--- src/rtl/controlador_de_barrido_7seg_pkg.sv ---
// Shared alarm codes, arbiter state encoding and round-robin helpers
// for the 7-segment scan controller.
package controlador_de_barrido_7seg_pkg;

  localparam logic [1:0] ALARMA_NINGUNA    = 2'd0;
  localparam logic [1:0] ALARMA_HUMO       = 2'd1;
  localparam logic [1:0] ALARMA_TEMP       = 2'd2;
  localparam logic [1:0] ALARMA_SOBRECARGA = 2'd3;

  localparam int unsigned N_ALARMAS       = 3;
  localparam logic [3:0]  ANODOS_APAGADOS = 4'b1111;

  typedef enum logic {
    REPOSO  = 1'b0,
    MOSTRAR = 1'b1
  } estado_t;

  // Mask bit index (0 HUMO, 1 TEMP, 2 SOBRECARGA) advanced modulo 3.
  function automatic logic [1:0] siguiente_indice(input logic [1:0] idx);
    return (idx == 2'd2) ? 2'd0 : 2'(idx + 2'd1);
  endfunction

  // First set mask bit found walking round-robin from inicio.
  function automatic logic [1:0] buscar_rr(input logic [2:0] mascara,
                                           input logic [1:0] inicio);
    logic [1:0] idx;
    logic [1:0] res;
    logic       hallado;
    idx     = inicio;
    res     = inicio;
    hallado = 1'b0;
    for (int i = 0; i < int'(N_ALARMAS); i++) begin
      if (!hallado && mascara[idx]) begin
        res     = idx;
        hallado = 1'b1;
      end
      idx = siguiente_indice(idx);
    end
    return res;
  endfunction

  // Mask bit index to displayed alarm code.
  function automatic logic [1:0] codigo_de_indice(input logic [1:0] idx);
    return 2'(idx + 2'd1);
  endfunction

endpackage

--- src/rtl/controlador_de_barrido_7seg_divisor_de_refresco.sv ---
// Digit-slot prescaler: slot-end tick plus the anti-ghosting blank flag,
// cleared synchronously while the display is disabled.
module divisor_de_refresco #(
  parameter int unsigned DIV_REFRESCO = 50000,
  parameter int unsigned BLANK_CICLOS = 500
) (
  input  logic clk,
  input  logic rst_n,
  input  logic habilitar,
  output logic fin_ranura_c,
  output logic en_blanco_sig_c,
  output logic en_blanco
);

  localparam int unsigned ANCHO_DIV =
    ($clog2(DIV_REFRESCO) > 0) ? $clog2(DIV_REFRESCO) : 1;
  localparam logic [ANCHO_DIV-1:0] ULTIMO_DIV = ANCHO_DIV'(DIV_REFRESCO - 1);

  logic [ANCHO_DIV-1:0] cnt_div;
  logic [ANCHO_DIV-1:0] cnt_sig_c;

  // Next prescaler value; wraps at the slot end so it never passes ULTIMO_DIV.
  always_comb begin
    cnt_sig_c       = cnt_div;
    fin_ranura_c    = 1'b0;
    en_blanco_sig_c = 1'b1;
    if (habilitar) begin
      fin_ranura_c    = (cnt_div == ULTIMO_DIV);
      cnt_sig_c       = fin_ranura_c ? '0 : ANCHO_DIV'(cnt_div + 1'b1);
      en_blanco_sig_c = (32'(cnt_sig_c) < BLANK_CICLOS);
    end else begin
      cnt_sig_c = '0;
    end
  end

  always_ff @(posedge clk or negedge rst_n) begin
    if (!rst_n) begin
      cnt_div   <= '0;
      en_blanco <= 1'b1;
    end else begin
      cnt_div   <= cnt_sig_c;
      en_blanco <= en_blanco_sig_c;
    end
  end

endmodule

--- src/rtl/controlador_de_barrido_7seg.sv ---
// 4-digit 7-segment scan controller with blanking and a round-robin
// arbiter choosing which active alarm owns the display each frame.
module controlador_de_barrido_7seg #(
  parameter int unsigned DIV_REFRESCO      = 50000,
  parameter int unsigned BLANK_CICLOS      = 500,
  parameter int unsigned TRAMAS_POR_ALARMA = 250
) (
  input  logic       CLK,
  input  logic       RST,
  input  logic       HABILITAR,
  input  logic       HUMO,
  input  logic       TEMP,
  input  logic       SOBRECARGA,
  output logic [3:0] DISPLAY,
  output logic [1:0] DIGITO_SEL,
  output logic [1:0] ALARMA_ACT,
  output logic       BLANK,
  output logic       TRAMA_FIN
);

  import controlador_de_barrido_7seg_pkg::*;

  localparam int unsigned ANCHO_TRAMAS =
    ($clog2(TRAMAS_POR_ALARMA) > 0) ? $clog2(TRAMAS_POR_ALARMA) : 1;
  localparam logic [ANCHO_TRAMAS-1:0] ULTIMA_TRAMA =
    ANCHO_TRAMAS'(TRAMAS_POR_ALARMA - 1);

  logic                    fin_ranura_c;
  logic                    en_blanco_sig_c;
  logic [1:0]              digito_sig_c;
  logic                    fin_trama_c;
  logic [2:0]              mascara_c;
  logic [1:0]              indice_act_c;
  logic                    actual_activa_c;
  logic [1:0]              indice_sig_c;
  estado_t                 estado;
  logic [1:0]              puntero;
  logic [ANCHO_TRAMAS-1:0] cnt_tramas;

  divisor_de_refresco #(
    .DIV_REFRESCO (DIV_REFRESCO),
    .BLANK_CICLOS (BLANK_CICLOS)
  ) u_divisor (
    .clk             (CLK),
    .rst_n           (RST),
    .habilitar       (HABILITAR),
    .fin_ranura_c    (fin_ranura_c),
    .en_blanco_sig_c (en_blanco_sig_c),
    .en_blanco       (BLANK)
  );

  // Digit advance and frame-boundary detection.
  always_comb begin
    digito_sig_c = DIGITO_SEL;
    if (!HABILITAR)
      digito_sig_c = 2'd0;
    else if (fin_ranura_c)
      digito_sig_c = 2'(DIGITO_SEL + 2'd1);
    fin_trama_c = fin_ranura_c && (DIGITO_SEL == 2'd3);
  end

  // Anodes follow the next-cycle digit so they switch together with DIGITO_SEL.
  always_ff @(posedge CLK or negedge RST) begin
    if (!RST) begin
      DIGITO_SEL <= 2'd0;
      DISPLAY    <= ANODOS_APAGADOS;
      TRAMA_FIN  <= 1'b0;
    end else begin
      DIGITO_SEL <= digito_sig_c;
      DISPLAY    <= en_blanco_sig_c ? ANODOS_APAGADOS
                                    : ~(4'b0001 << digito_sig_c);
      TRAMA_FIN  <= fin_trama_c;
    end
  end

  // Mask index of the alarm on display and whether it is still asserted.
  always_comb begin
    mascara_c       = {SOBRECARGA, TEMP, HUMO};
    indice_act_c    = 2'd0;
    actual_activa_c = 1'b0;
    case (ALARMA_ACT)
      ALARMA_HUMO:       begin indice_act_c = 2'd0; actual_activa_c = HUMO;       end
      ALARMA_TEMP:       begin indice_act_c = 2'd1; actual_activa_c = TEMP;       end
      ALARMA_SOBRECARGA: begin indice_act_c = 2'd2; actual_activa_c = SOBRECARGA; end
      default:           begin indice_act_c = 2'd0; actual_activa_c = 1'b0;       end
    endcase
    indice_sig_c = siguiente_indice(indice_act_c);
  end

  // Arbiter: all decisions land on the frame boundary, so ALARMA_ACT is frame-stable.
  always_ff @(posedge CLK or negedge RST) begin
    if (!RST) begin
      estado     <= REPOSO;
      ALARMA_ACT <= ALARMA_NINGUNA;
      puntero    <= 2'd0;
      cnt_tramas <= '0;
    end else if (!HABILITAR) begin
      cnt_tramas <= '0;
    end else if (fin_trama_c) begin
      case (estado)
        REPOSO: begin
          if (mascara_c != 3'b000) begin
            ALARMA_ACT <= codigo_de_indice(buscar_rr(mascara_c, puntero));
            estado     <= MOSTRAR;
            cnt_tramas <= '0;
          end
        end
        MOSTRAR: begin
          if (actual_activa_c && (cnt_tramas < ULTIMA_TRAMA)) begin
            cnt_tramas <= ANCHO_TRAMAS'(cnt_tramas + 1'b1);
          end else if (mascara_c == 3'b000) begin
            estado     <= REPOSO;
            ALARMA_ACT <= ALARMA_NINGUNA;
            cnt_tramas <= '0;
          end else begin
            // Dwell expired or the shown alarm dropped: hand over round-robin.
            puntero    <= indice_sig_c;
            ALARMA_ACT <= codigo_de_indice(buscar_rr(mascara_c, indice_sig_c));
            cnt_tramas <= '0;
          end
        end
        default: estado <= REPOSO;
      endcase
    end
  end

endmodule

--- config.mk ---
export PLATFORM = sky130hd
export DESIGN_NAME = controlador_de_barrido_7seg
export DESIGN_NICKNAME = d
export VERILOG_FILES = /design/src/rtl/controlador_de_barrido_7seg_pkg.sv /design/src/rtl/controlador_de_barrido_7seg_divisor_de_refresco.sv /design/src/rtl/controlador_de_barrido_7seg.sv
export SDC_FILE = /design/constraint.sdc
export NUM_CORES = 1
export LEC_CHECK = 0
export ABC_AREA = 1
export BUFFER_PORTS_ARGS = -buffer_cell sky130_fd_sc_hd__buf_4
export CAP_MARGIN = 20
export CELL_PAD_IN_SITES_DETAIL_PLACEMENT = 0
export CELL_PAD_IN_SITES_GLOBAL_PLACEMENT = 1
export CORE_AREA = 10 10 85 87
export DETAILED_ROUTE_END_ITERATION = 16
export DIE_AREA = 0 0 95 97
export HOLD_SLACK_MARGIN = 0.08
export PLACE_DENSITY_LB_ADDON = 0.1
export SETUP_SLACK_MARGIN = 0.2
export SKIP_LAST_GASP = 1
export SLEW_MARGIN = 15
export SYNTH_ARGS = -nofsm -noshare
export SYNTH_HDL_FRONTEND = slang
export SYNTH_HIERARCHICAL = 1
export SYNTH_SLANG_ARGS = --single-unit
--- constraint.sdc ---
create_clock -name CLK -period 3 [get_ports CLK]
set_input_delay 0.45 -clock CLK [delete_from_list [all_inputs] [get_ports CLK]]
set_output_delay 0.45 -clock CLK [all_outputs]
set_load 0.05 [all_outputs]
=== After elaboration in Yosys (flattened, before gate mapping) ===
Cells that the tools add are included.

* Output and inout bits: 10
* Input port bits: 6
* Logic and storage cells: 136
* Bits in registers: 37

* Reduce and logical (&&, ||, !) cells: 16
* Mux-type cells: 74
* Order comparisons: 8
* Bitwise gates (word level): 4
* Add/subtract/negate cells: 10
* Shift-type cells: 1
* Equality and inequality tests: 14

{| class="wikitable"
|+ Operators with widths
! operator !! count
|-
| 2-bit 2-to-1 mux || 23
|-
| 1-bit 2-to-1 mux || 33
|-
| 16-bit 2-to-1 mux || 2
|-
| 8-bit 2-to-1 mux || 4
|-
| 2-bit by 3-bit < comparator with 1-bit output (second input constant) || 6
|-
| 16-bit by 1-bit adder with 16-bit output (second input constant) || 1
|-
| 2-bit by 1-bit adder with 2-bit output (second input constant) || 8
|-
| 16-bit equality test (second input constant) || 1
|-
| 2-bit equality test (second input constant) || 8
|-
| 16-bit by 9-bit < comparator with 1-bit output (second input constant) || 1
|-
| 8-bit one-hot mux with 2 select lines || 1
|-
| 1-bit binary-select mux with 2-bit select || 6
|-
| 8-bit by 1-bit adder with 8-bit output (second input constant) || 1
|-
| 8-bit < comparator (second input constant) || 1
|-
| 2-bit one-hot mux with 2 select lines || 2
|-
| 1-bit logical AND || 6
|-
| 5-bit AND reduction || 1
|-
| 1-bit zero test || 4
|-
| 4-bit 2-to-1 mux || 1
|-
| 2-bit != test (second input constant) || 2
|-
| 4-bit NOT || 1
|-
| 2-bit AND reduction || 2
|-
| 4-bit AND reduction || 1
|-
| 1-bit by 2-bit left shift with 4-bit output (first input constant) || 1
|-
| other kinds (8) || 10
|}

=== Depth between registers and ports, before layout ===
Gate-level depths: netlist of the first run.

* Depth after elaboration: 32
* Gate-level depth with buffers: 14
* Mapped depth without buffers: 14

=== Modules after synthesis ===
Netlist of the first run, hierarchy kept.

{| class="wikitable"
|+ By module, submodules not included
! module !! area each (um^2) !! instances !! cells an instance !! sequential area each (um^2)
|-
| controlador_de_barrido_7seg || 1327.5 || 1 || 179 || 505.5
|-
| divisor_de_refresco || 1079.8 || 1 || 163 || 426.7
|}

=== Worst setup path after synthesis of the first run ===
OpenSTA, ideal clock, no wires.

* Path type: flip-flop to flip-flop
* From: reg u_divisor.cnt_div[0]
* To: reg ALARMA_ACT[1]
* Period minus slack after synthesis: 1933 ps
* Cell stages (with the launch flop): 13
* Path buffers: 0
* Setup time: 124 ps
* Setup slack: 1067 ps
* Arrival time: 1810 ps
* Data required time: 2876 ps
* Cell sequence: dfrtp_1 ha_1 nand3_1 nor2_1 nand2_1 nor2_1 nand2_1 nor2_1 nand2_1 inv_1 nand2_1 a21oi_1 a21oi_1

* Cells in the longest elaborated chain, start to end: 4

{| class="wikitable"
|+ Ends and longest elaborated chain
! what !! line !! source
|-
| start, declared || controlador_de_barrido_7seg_divisor_de_refresco.sv:19 || <nowiki>logic [ANCHO_DIV-1:0] cnt_div;</nowiki>
|-
| start signal, assigned || controlador_de_barrido_7seg_divisor_de_refresco.sv:41 || <nowiki>cnt_div <= cnt_sig_c;</nowiki>
|-
| 16-bit equality test || controlador_de_barrido_7seg_divisor_de_refresco.sv:28 || <nowiki>fin_ranura_c = (cnt_div == ULTIMO_DIV);</nowiki>
|-
| 1-bit 2-to-1 mux || controlador_de_barrido_7seg_divisor_de_refresco.sv:27 || <nowiki>if (habilitar) begin</nowiki>
|-
| named net fin_ranura_c || controlador_de_barrido_7seg.sv:28 || <nowiki>logic fin_ranura_c;</nowiki>
|-
| 1-bit logical AND || controlador_de_barrido_7seg.sv:59 || <nowiki>fin_trama_c = fin_ranura_c && (DIGITO_SEL == 2'd3);</nowiki>
|-
| 4-bit AND reduction (no line) || - ||
|-
| end signal, assigned || controlador_de_barrido_7seg.sv:103 || <nowiki>ALARMA_ACT <= codigo_de_indice(buscar_rr(mascara_c, puntero));</nowiki>
|-
| end signal, assigned || controlador_de_barrido_7seg.sv:118 || <nowiki>ALARMA_ACT <= codigo_de_indice(buscar_rr(mascara_c, indice_sig_c));</nowiki>
|-
| end, declared || controlador_de_barrido_7seg.sv:16 || <nowiki>output logic [1:0] ALARMA_ACT,</nowiki>
|}

The timed path passes the listed nets, and every way through them passes these cells.
A chain may end at the register's enable or synchronous reset.

=== Worst setup path after layout of the first run ===
Same ends and word-level chain as after synthesis.

==> results of run 1 <==
==> stage by stage <==
step / utilization / power, mW / hold WS [ns]
CTS: 0.489 / 0.938 / 0.122
global route: 0.489 / 0.966 / 0.131
global placement: 0.473 / 0.577 / 0.443
finish: 0.489 / 0.924 / 0.108
floorplan: - / 0.549 / 0.154
detailed placement: 0.473 / 0.577 / 0.449
==> final cells by class <==
type                       count  area [sq um]
fill                         586          2800
multi-input combinational    255          1280
sequential                    37           932
inverter                      46           173
timing repair buffer          15           113
tap                           72          90.1
clock buffer                   5          68.8
clock inverter                 3          21.3
==> logic make-up after synthesis <==
kind of cell               count (synthesis)  synth area share
AOI/OAI and AO/OA                         21            0.0556
adders and majority gates                  4            0.0208
and+or+nand+nor                          221             0.422
DFF                                       37             0.387
xor gates and xnor gates                   9            0.0327
buffers and inverters                     50            0.0816
==> registers in the layout (all words and copies together), names as in the netlist <==
register / cells
DISPLAY: 4
puntero: 2
TRAMA_FIN: 1
estado: 1
u_divisor/en_blanco: 1
ALARMA_ACT: 2
DIGITO_SEL: 2
cnt_tramas: 8
u_divisor/cnt_div: 16
==> placed cells by master (no fill, tap or decap) <==
cell type,n
a21oi_1,5
and2_1,1
buf_4,15
clkbuf_8,5
clkinv_1,1
clkinv_2,1
clkinvlp_4,1
dfrtp_1,32
dfstp_2,5
ha_1,4
inv_1,42
inv_2,3
inv_6,1
nand2_1,92
nand2_2,2
nand2_4,1
nand3_1,42
nand3_2,4
nand3_4,1
nand4_1,8
nor2_1,51
nor2_2,9
nor2_4,2
nor3_1,6
nor3_2,1
nor3b_2,1
o211ai_1,1
o211ai_4,1
o21ai_0,5
o21ai_1,5
o21ai_2,1
o21bai_1,2
o22ai_1,1
xnor2_1,2
xor2_1,7
==> metal layers <==
layer / share of wire / routed length [microns]
met1: 0.52 / 2810
met2: 0.41 / 2190
met3: 0.066 / 353
met4: 0.0058 / 31
met5: 0 / 0
==> worst paths after layout <==
| path | start | to | slack [ns] | cells past startpoint |
|---|---|---|---|---|
| max in group asynchronous | RST | DISPLAY[0] | 2.54 | 1 |
| hold reg to reg | u_divisor/cnt_div[0] | u_divisor/cnt_div[0] | 0.49 | 1 |
| setup / recovery | u_divisor/cnt_div[0] | ALARMA_ACT[1] | 0.74 | 13 |
| min in group CLK | HABILITAR | u_divisor/en_blanco | 0.38 | 2 |
| setup reg to reg | u_divisor/cnt_div[0] | ALARMA_ACT[1] | 0.74 | 13 |
| hold / removal | RST | u_divisor/cnt_div[5] | 0.11 | 1 |
==> where the power goes <==
group	leakage [nW]	internal, mW	total, mW	switching, mW
Clock	0.0445	0.165	0.358	0.194
Combinational	0.762	0.0183	0.0609	0.0426
Sequential	0.492	0.502	0.505	0.00344
==> key figures, run 1 <==
Timing
  – # setup viols final: 0
  – Worst Skew: about 0.008 ns
  – Slew @ Worst Pin: around 0.47 ns
  – Fin. Hold Viols: 0
  – Final period utilization: 0.755
  – Setup tns final: 0 ns
  – RSZ-0062 raised after global routing: no
  – Minimum clock period: 2.26 ns
  – Final worst setup slack: 0.736 ns
  – Rel. slew slack: 0.686
  – Final Max Slew Viols: 0
  – Fmax: 442 MHz

Global route
  – Congestion Overflow GR: 0
  – Gr usage total: 0.123
  – Routing usage on met2: 0.159
  – Initial antenna violation count: 0
  – GR peak layer: met1
  – Global-route wire length before repair: 9.29 mm
  – Met1 Usage GRT: 0.182
  – Largest net degree at the start of global routing: 38
  – GR Util met3: 0.0455
  – Vias in the first global route: between 1,500 and 2,000

Yosys
  – Most frequent cell after synthesis: nand2_1
  – Synth Register Bits: 37
  – Area contributors post-synth: dfrtp_1 33%, nand2_1 14%, nand3_1 8.7%, nor2_1 8.0%, inv_1 6.5%
  – Leading cell types by count after synthesis: 92 x nand2_1, 51 x nor2_1, 42 x inv_1, 42 x nand3_1, 32 x dfrtp_1
  – Synth unique cells: 34
  – Top_reg_cell synth: dfrtp_1
  – Asr flop ratio synth: 1.00
  – Cell Area, Synth: 2410 sq um
  – Seq/Total Area, Yosys: 0.387
  – Synth warnings: 6
  – EDFF count, synth: 0
  – Synthesized area per cell: between 7 and 8 sq um
  – Dominant cell type by area after synthesis: dfrtp_1
  – Post-synthesis cell count: about 340
  – Syn nets: about 350
  – Yosys top cell area share: 0.333

Critical path
  – CP required: roughly 3.2 ns
  – Crit path max fanout: 6
  – CP startpoint kind: register
  – Slowest-stage cell, CP: dfrtp_1
  – CP max stage delay: about 0.40 ns
  – CP bufs+invs: 2
  – CP Cell Sequence: ha_1 -> nand3_1 -> nor2_1 -> nand2_1 -> nor2_1 -> nand2_1 -> nor2_1 -> nand2_1 -> inv_1 -> nand2_1 -> inv_1 -> nor2_1 -> a21oi_1
  – Crit-path leading delay family: simple AND/OR/NAND/NOR gates
  – CP Class: register to register
  – CP endpoint kind: register
  – Worst EP arrival: 2.48 ns

Placement
  – Placed cell area: 2590 sq um
  – Dpl cells: around 430
  – DP Worst Slack: 0.785 ns
  – DP Wirelength: around 4.2 mm
  – GPL Wtd Cong: between 0.8 and 0.9
  – PortBufs: 15

Clock tree
  – Clk sink count: 37
  – Hold-fix buffers at CTS: 0
  – Worst skew pair latency: around 0.30 ns
  – Root Driver: clkbuf_8
  – Htree depth: 2
  – Clock Path Buffers: 2
  – CTS tree: yes
  – Postcts setup bufs: 0
  – CTS clk-pin slew, worst paths: approximately 0.080 ns
  – Total CTS buffers: 5
  – Post-CTS Resized: 0

Run status
  – Outcome: complete, no violations

Final layout
  – Non-Filler Instances: around 430
  – Final Cell Area: between 2000 and 3000 sq um
  – Area Overhead vs Synth: 11.2%
  – Ant. Diodes: 0
  – Share of cells above drive strength 1: 0.150
  – Layout Nets: 370

Floorplanning
  – Initial core utilization: 0.440
  – Horiz. Die Dim: approximately 95 microns
  – Num rows: 27
  – Core Box Area: about 5500 sq um
  – DIE AREA: between 9000 and 10,000 sq um
  – I/O pin total: 16
  – Chip height: approximately 97 microns

Routing
  – ANT nets after route: 0
  – Final wirelength: between 5 and 6 mm
  – Residual DRC: 0
  – Initial DRC count: 96
  – Vias post-DR: between 2,000 and 2,500
  – Wire length per cell: 12.4 microns
  – Vias/cell: 4.94
  – Drt pass-1 iters: 4

Worst hold path
  – Hold Path Class: input pin to async pin

Job
  – Max cap viols: 0

Pwr
  – Pleak: around 1.3 nW
  – PwrDens: 345 nW/um^2
  – Max VDD drop: 0.000258 V
Power figures use the tool's default switching activity.
==> run 2, diff against run 1 <==
==> constraint.sdc (replaced) <==
create_clock -name CLK -period 2.15 [get_ports CLK]
set_input_delay 0.3225 -clock CLK [delete_from_list [all_inputs] [get_ports CLK]]
set_output_delay 0.3225 -clock CLK [all_outputs]
set_load 0.05 [all_outputs]
==> key figures, run 2 (same netlist as run 1, synthesis figures left out) <==
Routing
  – Wire length per cell: about 13 microns
  – Vias/cell: 4.95
  – ANT nets after route: 0
  – Drt pass-1 iters: 4
  – Residual DRC: 0
  – Initial DRC count: 108
  – Final wirelength: 5.59 mm
  – Vias post-DR: roughly 2,200

Timing
  – Final period utilization: 0.830
  – Hold WS: about 0.28 ns
  – # setup viols final: 0
  – Rel. slew slack: 0.684
  – Setup tns final: 0 ns
  – Slew @ Worst Pin: approximately 0.47 ns
  – Fin. Hold Viols: 0
  – Minimum clock period: approximately 1.8 ns
  – Worst Skew: approximately 0.010 ns
  – Final worst setup slack: approximately 0.36 ns
  – Final Max Slew Viols: 0
  – Fmax: ~560 MHz
  – RSZ-0062 raised after global routing: no

Clock tree
  – CTS tree: yes
  – Root Driver: clkbuf_8
  – Total CTS buffers: 5
  – CTS clk-pin slew, worst paths: 0.08 ns
  – Clock Path Buffers: 2
  – Clk sink count: 37
  – Worst skew pair latency: 0.29 ns
  – Htree depth: 2

Pwr
  – Clk pwr share: 0.370
  – Seq pwr share: 0.554
  – Max VDD drop: about 0.00034 V
  – Sw Share: 0.247
  – Sw power: about 0.31 mW
  – Comb pwr share: 0.076
  – Pint: ~0.96 mW
  – Pleak: around 1.4 nW
  – PwrDens: 446 nW/um^2

Placement
  – DP Worst Slack: 0.202 ns
  – DP Wirelength: 4.24 mm
  – GPL Wtd Cong: 0.839
  – Dpl cells: roughly 430
  – PortBufs: 15

Global route
  – Initial antenna violation count: 0
  – Gr usage total: 0.127
  – Vias in the first global route: ~2,100
  – Congestion Overflow GR: 0
  – Global-route wire length before repair: between 9 and 10 mm
  – Largest net degree at the start of global routing: 38

Floorplanning
  – Chip height: 97 microns
  – Num rows: 27
  – Horiz. Die Dim: around 95 microns
  – DIE AREA: around 9000 sq um
  – Core Box Area: about 5500 sq um
  – I/O pin total: 16
  – Initial core utilization: 0.440

Critical path
  – Slowest-stage cell, CP: dfrtp_1
  – Worst EP arrival: between 1.5 and 2 ns
  – Reg2Reg Setup Slack: ~0.36 ns
  – CP dominant cell by count: nand2_1
  – CP bufs+invs: 1
  – Crit path depth: 11
  – CP startpoint kind: register
  – Crit-path leading delay family: simple AND/OR/NAND/NOR gates
  – Reg2Reg Depth: 11
  – CP required: 2.35 ns
  – CP max stage delay: around 0.45 ns
  – Crit path max fanout: 5
  – CP Class: register to register
  – CP endpoint kind: register
  – CP Cell Sequence: nand2_1 -> nor2_2 -> nand2_1 -> nand2_1 -> nand3_1 -> nor2_2 -> nand3_2 -> nand3_1 -> nand2_1 -> inv_2 -> nand3_1

Final layout
  – Non-Filler Instances: 447
  – Layout Nets: roughly 380
  – Commonest non-fill, non-tap cell in the layout: nand2_1
  – Most flop-heavy register: u_divisor/cnt_div
  – Largest regs: u_divisor/cnt_div x16, cnt_tramas x8, DISPLAY x4
  – Final Core Density: 0.521
  – Ant. Diodes: 0
  – Area Overhead vs Synth: 18.5%
  – Most frequent cells in the layout: 89 x nand2_1, 45 x nor2_1, 39 x inv_1, 39 x nand3_1, 28 x dfrtp_1
  – Max reg flops: 16
  – Share of cells above drive strength 1: 0.235

Worst hold path
  – Hold Path Class: input pin to register
  – Worst Hold Depth: 2

Run status
  – Outcome: complete, no violations

Job
  – Max cap viols: 0
==> run 2: cell count changes in the layout (fill, tap and decap cells not counted), sizes merged <==
cell         delta
clkinv          +1
buf            +13
inv             -1
clkbuf          +1
clkinvlp        -1
dlygate4sd3     +1
==> run 2: metal layers <==
metal  track usage  share of wire  up-vias
li1              -              -     1149
met1         0.180           0.49     1030
met2         0.179           0.44       28
met3        0.0355          0.056        5
met4        0.0412         0.0084        0
met5             0              0        -
==> run 2: path summary, 6_finish.rpt <==
path	from	to
max	u_divisor/cnt_div[2]	DISPLAY[3]
min	HABILITAR	u_divisor/en_blanco
max reg2reg	u_divisor/cnt_div[2]	DISPLAY[3]
min reg2reg	cnt_tramas[0]	cnt_tramas[0]
max in group asynchronous	RST	u_divisor/en_blanco
min in group asynchronous	RST	u_divisor/cnt_div[6]
==> run 2: timing repair <==
| item | in CTS | in global routing |
|---|---|---|
| pin swaps | 0 | 8 |
| setup buffers | 0 | 9 |
| hold buffers | 1 | 0 |
| gates resized for setup | 2 | 23 |
| endpoints found under the hold margin | 32 | 0 |
| setup endpoints to repair | 1 | 18 |
==> run 2: power by group through the flow <==
| stage | Combinational (mW) | Sequential, mW | Clock [mW] |
|---|---|---|---|
| 5_1_grt | 0.111 | 0.706 | 0.517 |
| 2_1_floorplan | 0.0477 | 0.718 | 0 |
| 4_1_cts | 0.0903 | 0.705 | 0.489 |
| 6_report | 0.0968 | 0.705 | 0.471 |
| 3_5_place_dp | 0.0882 | 0.719 | 0 |
| 3_3_place_gp | 0.0885 | 0.718 | 0 |
==> run 2: layout make-up <==
type                       instances  area, sq um
fill                             585         2620
clock inverter                     2         10.0
tap                               72         90.1
timing repair buffer              29          236
clock buffer                       6         72.6
sequential                        37          937
multi-input combinational        255         1330
inverter                          46          173
==> run 2: worst reg2reg max path: stages (launching register included) <==
cell and delay (ns):
dfrtp_1 0.45, nand2_1 0.09, nor2_2 0.24, nand2_1 0.16
nand2_1 0.10, nand3_1 0.10, nor2_2 0.11, nand3_2 0.12
nand3_1 0.10, nand2_1 0.07, inv_2 0.08, nand3_1 0.08
==> run 2: stage by stage <==
step	cell area [sq um]	power, mW
6_report	2850	1.27
5_1_grt	2850	1.33
4_1_cts	2720	1.28
3_5_place_dp	2620	0.807
3_3_place_gp	2620	0.807
2_1_floorplan	2410	0.765
